$ cat config.mk
export PLATFORM = sky130hd
export DESIGN_NAME = axi_reg_slice
export DESIGN_NICKNAME = d
export VERILOG_FILES = /design/src/rtl/axi_reg_slice_pkg.sv /design/src/rtl/axi_reg_slice_skid.sv /design/src/rtl/axi_reg_slice.sv
export SDC_FILE = /design/constraint.sdc
export NUM_CORES = 1
export LEC_CHECK = 0
export CAP_MARGIN = 20
export CELL_PAD_IN_SITES_DETAIL_PLACEMENT = 0
export CELL_PAD_IN_SITES_GLOBAL_PLACEMENT = 2
export CORE_MARGIN = 4
export CORE_UTILIZATION = 27
export DETAILED_ROUTE_END_ITERATION = 8
export PLACE_DENSITY = 0.81
export SLEW_MARGIN = 20
export SYNTH_ARGS = -nofsm -noshare
export SYNTH_HDL_FRONTEND = slang
export SYNTH_SLANG_ARGS = --single-unit
$ cat constraint.sdc
create_clock -name clk -period 1.3 [get_ports clk]
set_clock_uncertainty 0.05 [all_clocks]
set_input_delay 0.325 -clock clk [delete_from_list [all_inputs] [get_ports clk]]
set_output_delay 0.325 -clock clk [all_outputs]
set_load 0.005 [all_outputs]
$ cat src/rtl/axi_reg_slice_pkg.sv
// axi_reg_slice_pkg: mode encodings and stall counter width shared by the register slice
package axi_reg_slice_pkg;
  localparam int MODE_BYPASS = 0;
  localparam int MODE_FWD = 1;
  localparam int MODE_BWD = 2;
  localparam int MODE_FULL = 3;
  localparam int STALL_CNT_W = 32;
endpackage

$ cat src/rtl/axi_reg_slice_skid.sv
// axi_reg_slice_skid: backward stage with registered ready and a one-beat skid buffer
module axi_reg_slice_skid #(
  parameter int DATA_W = 32
) (
  input  logic              clk,
  input  logic              rst,
  input  logic [DATA_W-1:0] data_up,
  input  logic              valid_up,
  output logic              ready_up,
  output logic [DATA_W-1:0] data_down,
  output logic              valid_down,
  input  logic              ready_down
);
  logic              skid_v, skid_v_nxt, rdy_q, acc_up;
  logic [DATA_W-1:0] skid_data;
  assign ready_up = rdy_q && !rst;
  assign acc_up = valid_up && ready_up;
  assign valid_down = acc_up || skid_v;
  assign data_down = skid_v ? skid_data : data_up;
  always_comb skid_v_nxt = skid_v ? !ready_down : acc_up && !ready_down;
  always_ff @(posedge clk) begin
    if (rst) begin
      skid_v <= 1'b0;
      rdy_q <= 1'b1;
      skid_data <= '0;
    end else begin
      skid_v <= skid_v_nxt;
      rdy_q <= !skid_v_nxt;
      if (acc_up && !skid_v && !ready_down) skid_data <= data_up;
    end
  end
endmodule

$ cat src/rtl/axi_reg_slice.sv
// axi_reg_slice: AXI4 channel register slice, MODE 0..3; AXI_REG_SLICE_STALL_CNT_EN adds stall_clr/stall_cnt
module axi_reg_slice
  import axi_reg_slice_pkg::*;
#(
  parameter int DATA_W = 32,
  parameter int MODE = MODE_FULL
) (
  input  logic                   clk,
  input  logic                   rst,
  input  logic [DATA_W-1:0]      data_up,
  input  logic                   valid_up,
  output logic                   ready_up,
  output logic [DATA_W-1:0]      data_down,
  output logic                   valid_down,
  input  logic                   ready_down
`ifdef AXI_REG_SLICE_STALL_CNT_EN
  ,
  input  logic                   stall_clr,
  output logic [STALL_CNT_W-1:0] stall_cnt
`endif
);
  logic [DATA_W-1:0] s_data;
  logic              s_valid, s_ready;
  if (MODE < MODE_BYPASS || MODE > MODE_FULL) begin : g_bad
    $error("axi_reg_slice: MODE must be 0..3");
  end
  if (MODE == MODE_BWD || MODE == MODE_FULL) begin : g_skid
    axi_reg_slice_skid #(.DATA_W(DATA_W)) u_skid (
      .clk(clk),
      .rst(rst),
      .data_up(data_up),
      .valid_up(valid_up),
      .ready_up(ready_up),
      .data_down(s_data),
      .valid_down(s_valid),
      .ready_down(s_ready)
    );
  end else begin : g_noskid
    assign s_data = data_up;
    assign s_valid = valid_up;
    assign ready_up = s_ready;
  end
  if (MODE == MODE_FWD || MODE == MODE_FULL) begin : g_fwd
    logic              v_q;
    logic [DATA_W-1:0] d_q;
    assign s_ready = !rst && (ready_down || !v_q);
    assign valid_down = v_q;
    assign data_down = d_q;
    always_ff @(posedge clk) begin
      if (rst) begin
        v_q <= 1'b0;
        d_q <= '0;
      end else if (s_valid && s_ready) begin
        v_q <= 1'b1;
        d_q <= s_data;
      end else if (ready_down) begin
        v_q <= 1'b0;
      end
    end
  end else begin : g_nofwd
    assign data_down = s_data;
    assign valid_down = s_valid;
    assign s_ready = ready_down;
  end
`ifdef AXI_REG_SLICE_STALL_CNT_EN
  always_ff @(posedge clk) begin
    if (rst || stall_clr) stall_cnt <= '0;
    else if (valid_down && !ready_down && stall_cnt != '1) stall_cnt <= stall_cnt + 1'b1;
  end
`endif
endmodule

==> results.ini <==
[sta]
rsz0062_at_grt = yes
hold_slack_ns = 0.423
hold_viol_final = 0
setup_viol = 40
tightest_slew_ns = 0.413
slew_headroom = 0.725
min_period_ns = 1.36
max_freq_ghz = 0.733
slew_viol_final = 0
setup_slack_ns = -0.0650
fin_crit_sh = 1.05

[pwr]
power_density_mw_per_mm2 = 1050
vdd_drop_max_mv = 0.410
total_power_mw = 4.96
p_leak_nw = 1.77

[grt]
grt.total_usage = 0.149
grt_use_met1 = 0.189
grt_antenna_before_repair = 1
grt.overflow.total = 0
grt_pass1_vias = 2873
grt_pass1_wl_mm = 15.1
busiest_layer = met2
grtUsageMet2 = 0.248
grt_max_degree = 32
gr-usage-met3 = 0.0289

[synth]
synth_mux_area_frac = 0.108
synth_top_family_by_area = compound AO/OA/AOI/OAI gates
synth_fa_ha_area_frac = 0
ys_seq_area_frac = 0.453
synth_top_area_share = 0.453
synth-simple-area-share = 0.112
syn_area_per_cell_sq_um = 9.49
syn_area_sq_mm = 0.00296
yosys_register_bits = 67
synth_cell_types = 22
synth.top_cells.by_area = dfxtp_1 45%, mux2i_1 11%, a311oi_1 9.5%, o211ai_1 8.1%, a31oi_1 6.8%
synth-compound-area-share = 0.249
synth_cells = 312
syn_nets = 348
yosysWarnings = 0
synth_xor_area_frac = 0
yosys.area.top_type = dfxtp_1

[clock_network]
cts_tree = done
cts_buffers = 9
cts_num_sinks = 67
cts_root_buffer = clkbuf_8
clkTransAtPathRegs_ns = 0.07
cts_max_level = 3
clock_path_buffers = 2
clock_latency_ns = 0.35

[die]
initial_utilization = 0.282
die_area_sq_mm = 0.0127
ioPinCount = 70
die_width_um = 113
die_h_um = 113
core_area_sq_mm = 0.0105
row_count = 37

[critical_path]
critPathArrivalTime_ns = 1.53
slowest_stage = dfxtp_2
cp-start-kind = register
cp_cell_sequence = buf_6, a21o_4, clkbuf_16, a31oi_1, a311oi_2
rr_worst_depth = 5
cp_max_fo = 7
slowest_delay_ns = 0.34
cp.depth = 5
critPathTopFamily = compound AO/OA/AOI/OAI gates
endpoint_kind = register
critPathBufInv = 2
worstPathRequired_ns = 1.46
path_class = register to register

[final_layout]
drive_above_1_share = 0.396
nets = 433
syn_to_final_growth_pct = 60.1
antennaDiodeCount = 0
final_area_sq_mm = 0.00474
layout_commonest_cell = dfxtp_1
fin_util = 0.451

[place]
port_buffers = 69
globalplace.congestion = 0.729
dpl_cell_area_sq_mm = 0.00392
dpl.hpwl_mm = 5.64

[job]
cap_violations = 0

[status]
status = finished, violations left
violations = setup timing

[drt]
wl_per_cell_um = 18.4
firstDrtPassIters = 4
via_per_inst = 5.32
postRouteWirelength_mm = 9.87
initialDrtViolationCount = 166
via_count = 2860
drc = 0
drt.antenna.violating_nets = 0

[worst_hold_path]
holdPathStages = 3
hp-class = input pin to register

Yosys cell counts:
master / number
mux2i_1: 32
a21oi_1: 2
a311oi_1: 32
inv_1: 1
inv_2: 1
dfxtp_1: 67
clkbuf_1: 14
buf_4: 3
buf_2: 21
nand3_1: 32
nor3_2: 1
a21o_1: 1
nand3b_1: 1
nor2b_1: 1
buf_6: 3
nand2b_1: 1
and3b_1: 1
a31oi_1: 32
nand2_1: 32
nor3b_2: 1
o211ai_1: 32
clkbuf_4: 1
worst paths after layout:
check,to,startpoint,slack (ns)
hold / removal,data_down[3]$_SDFFE_PP0P_,rst,0.42
setup / recovery,data_down[20]$_SDFFE_PP0P_,g_skid.u_skid.rdy_q$_SDFF_PP1_,-0.06
hold reg to reg,g_skid.u_skid.skid_data[16]$_SDFFE_PP0P_,g_skid.u_skid.skid_data[16]$_SDFFE_PP0P_,0.44
setup reg to reg,data_down[20]$_SDFFE_PP0P_,g_skid.u_skid.rdy_q$_SDFF_PP1_,-0.06
state kept, by name, indices dropped and copies added (netlist names):
name and cells:
g_skid.u_skid.skid_v 1, data_down 32, valid_down 1, g_skid.u_skid.skid_data 32, g_skid.u_skid.rdy_q 1
layout make-up:
cell class,instances,area (sq um)
inverter,2,7.51
timing repair buffer,115,1240
clock inverter,2,35.0
fill,993,5770
sequential,67,1390
multi-input combinational,202,1750
clock buffer,14,153
tap,136,170
tightest hold or removal path: cells and delay by family:
kind                   cells  cell delay [ns]
buffers and inverters      2             0.39
AO/OA/AOI/OAI              1             0.07
layer usage:
metal | wire (um) | part of all wire
met1 | 4630 | 0.47
met2 | 4750 | 0.48
met3 | 364 | 0.037
met4 | 121 | 0.012
met5 | 13 | 0.0013
stage by stage:
| step | setup slack [ns] | instances | setup TNS, ns |
|---|---|---|---|
| 6_report | -0.0650 | 538 | -1.00 |
| 5_1_grt | -0.119 | 538 | -3.88 |
| 4_1_cts | -0.124 | 532 | -2.51 |
| 3_5_place_dp | -0.419 | 503 | -24.49 |
| 3_3_place_gp | -0.397 | 503 | -23.44 |
| 2_1_floorplan | 0.00117 | 312 | 0 |
where the power goes:
part	leakage [nW]	switching, mW	internal, mW	total (mW)
combinational	1.12	0.491	0.521	1.01
clock	0.0947	0.783	0.940	1.72
sequential	0.559	0.0653	2.16	2.23
cell families after synthesis:
kind of cell / Yosys count
simple gates: 70
mux: 32
buf+inv: 44
flops: 67
compound gates: 99
what timing repair did:
action                                  CTS  global route
pin swaps                                 3            37
endpoints found under the setup margin   69            69
resized for setup                       128            60
hold buffers                              0             0
cloned                                    8             4
setup buffers                             5             4
Note: power is estimated with default switching activity, not from simulation.
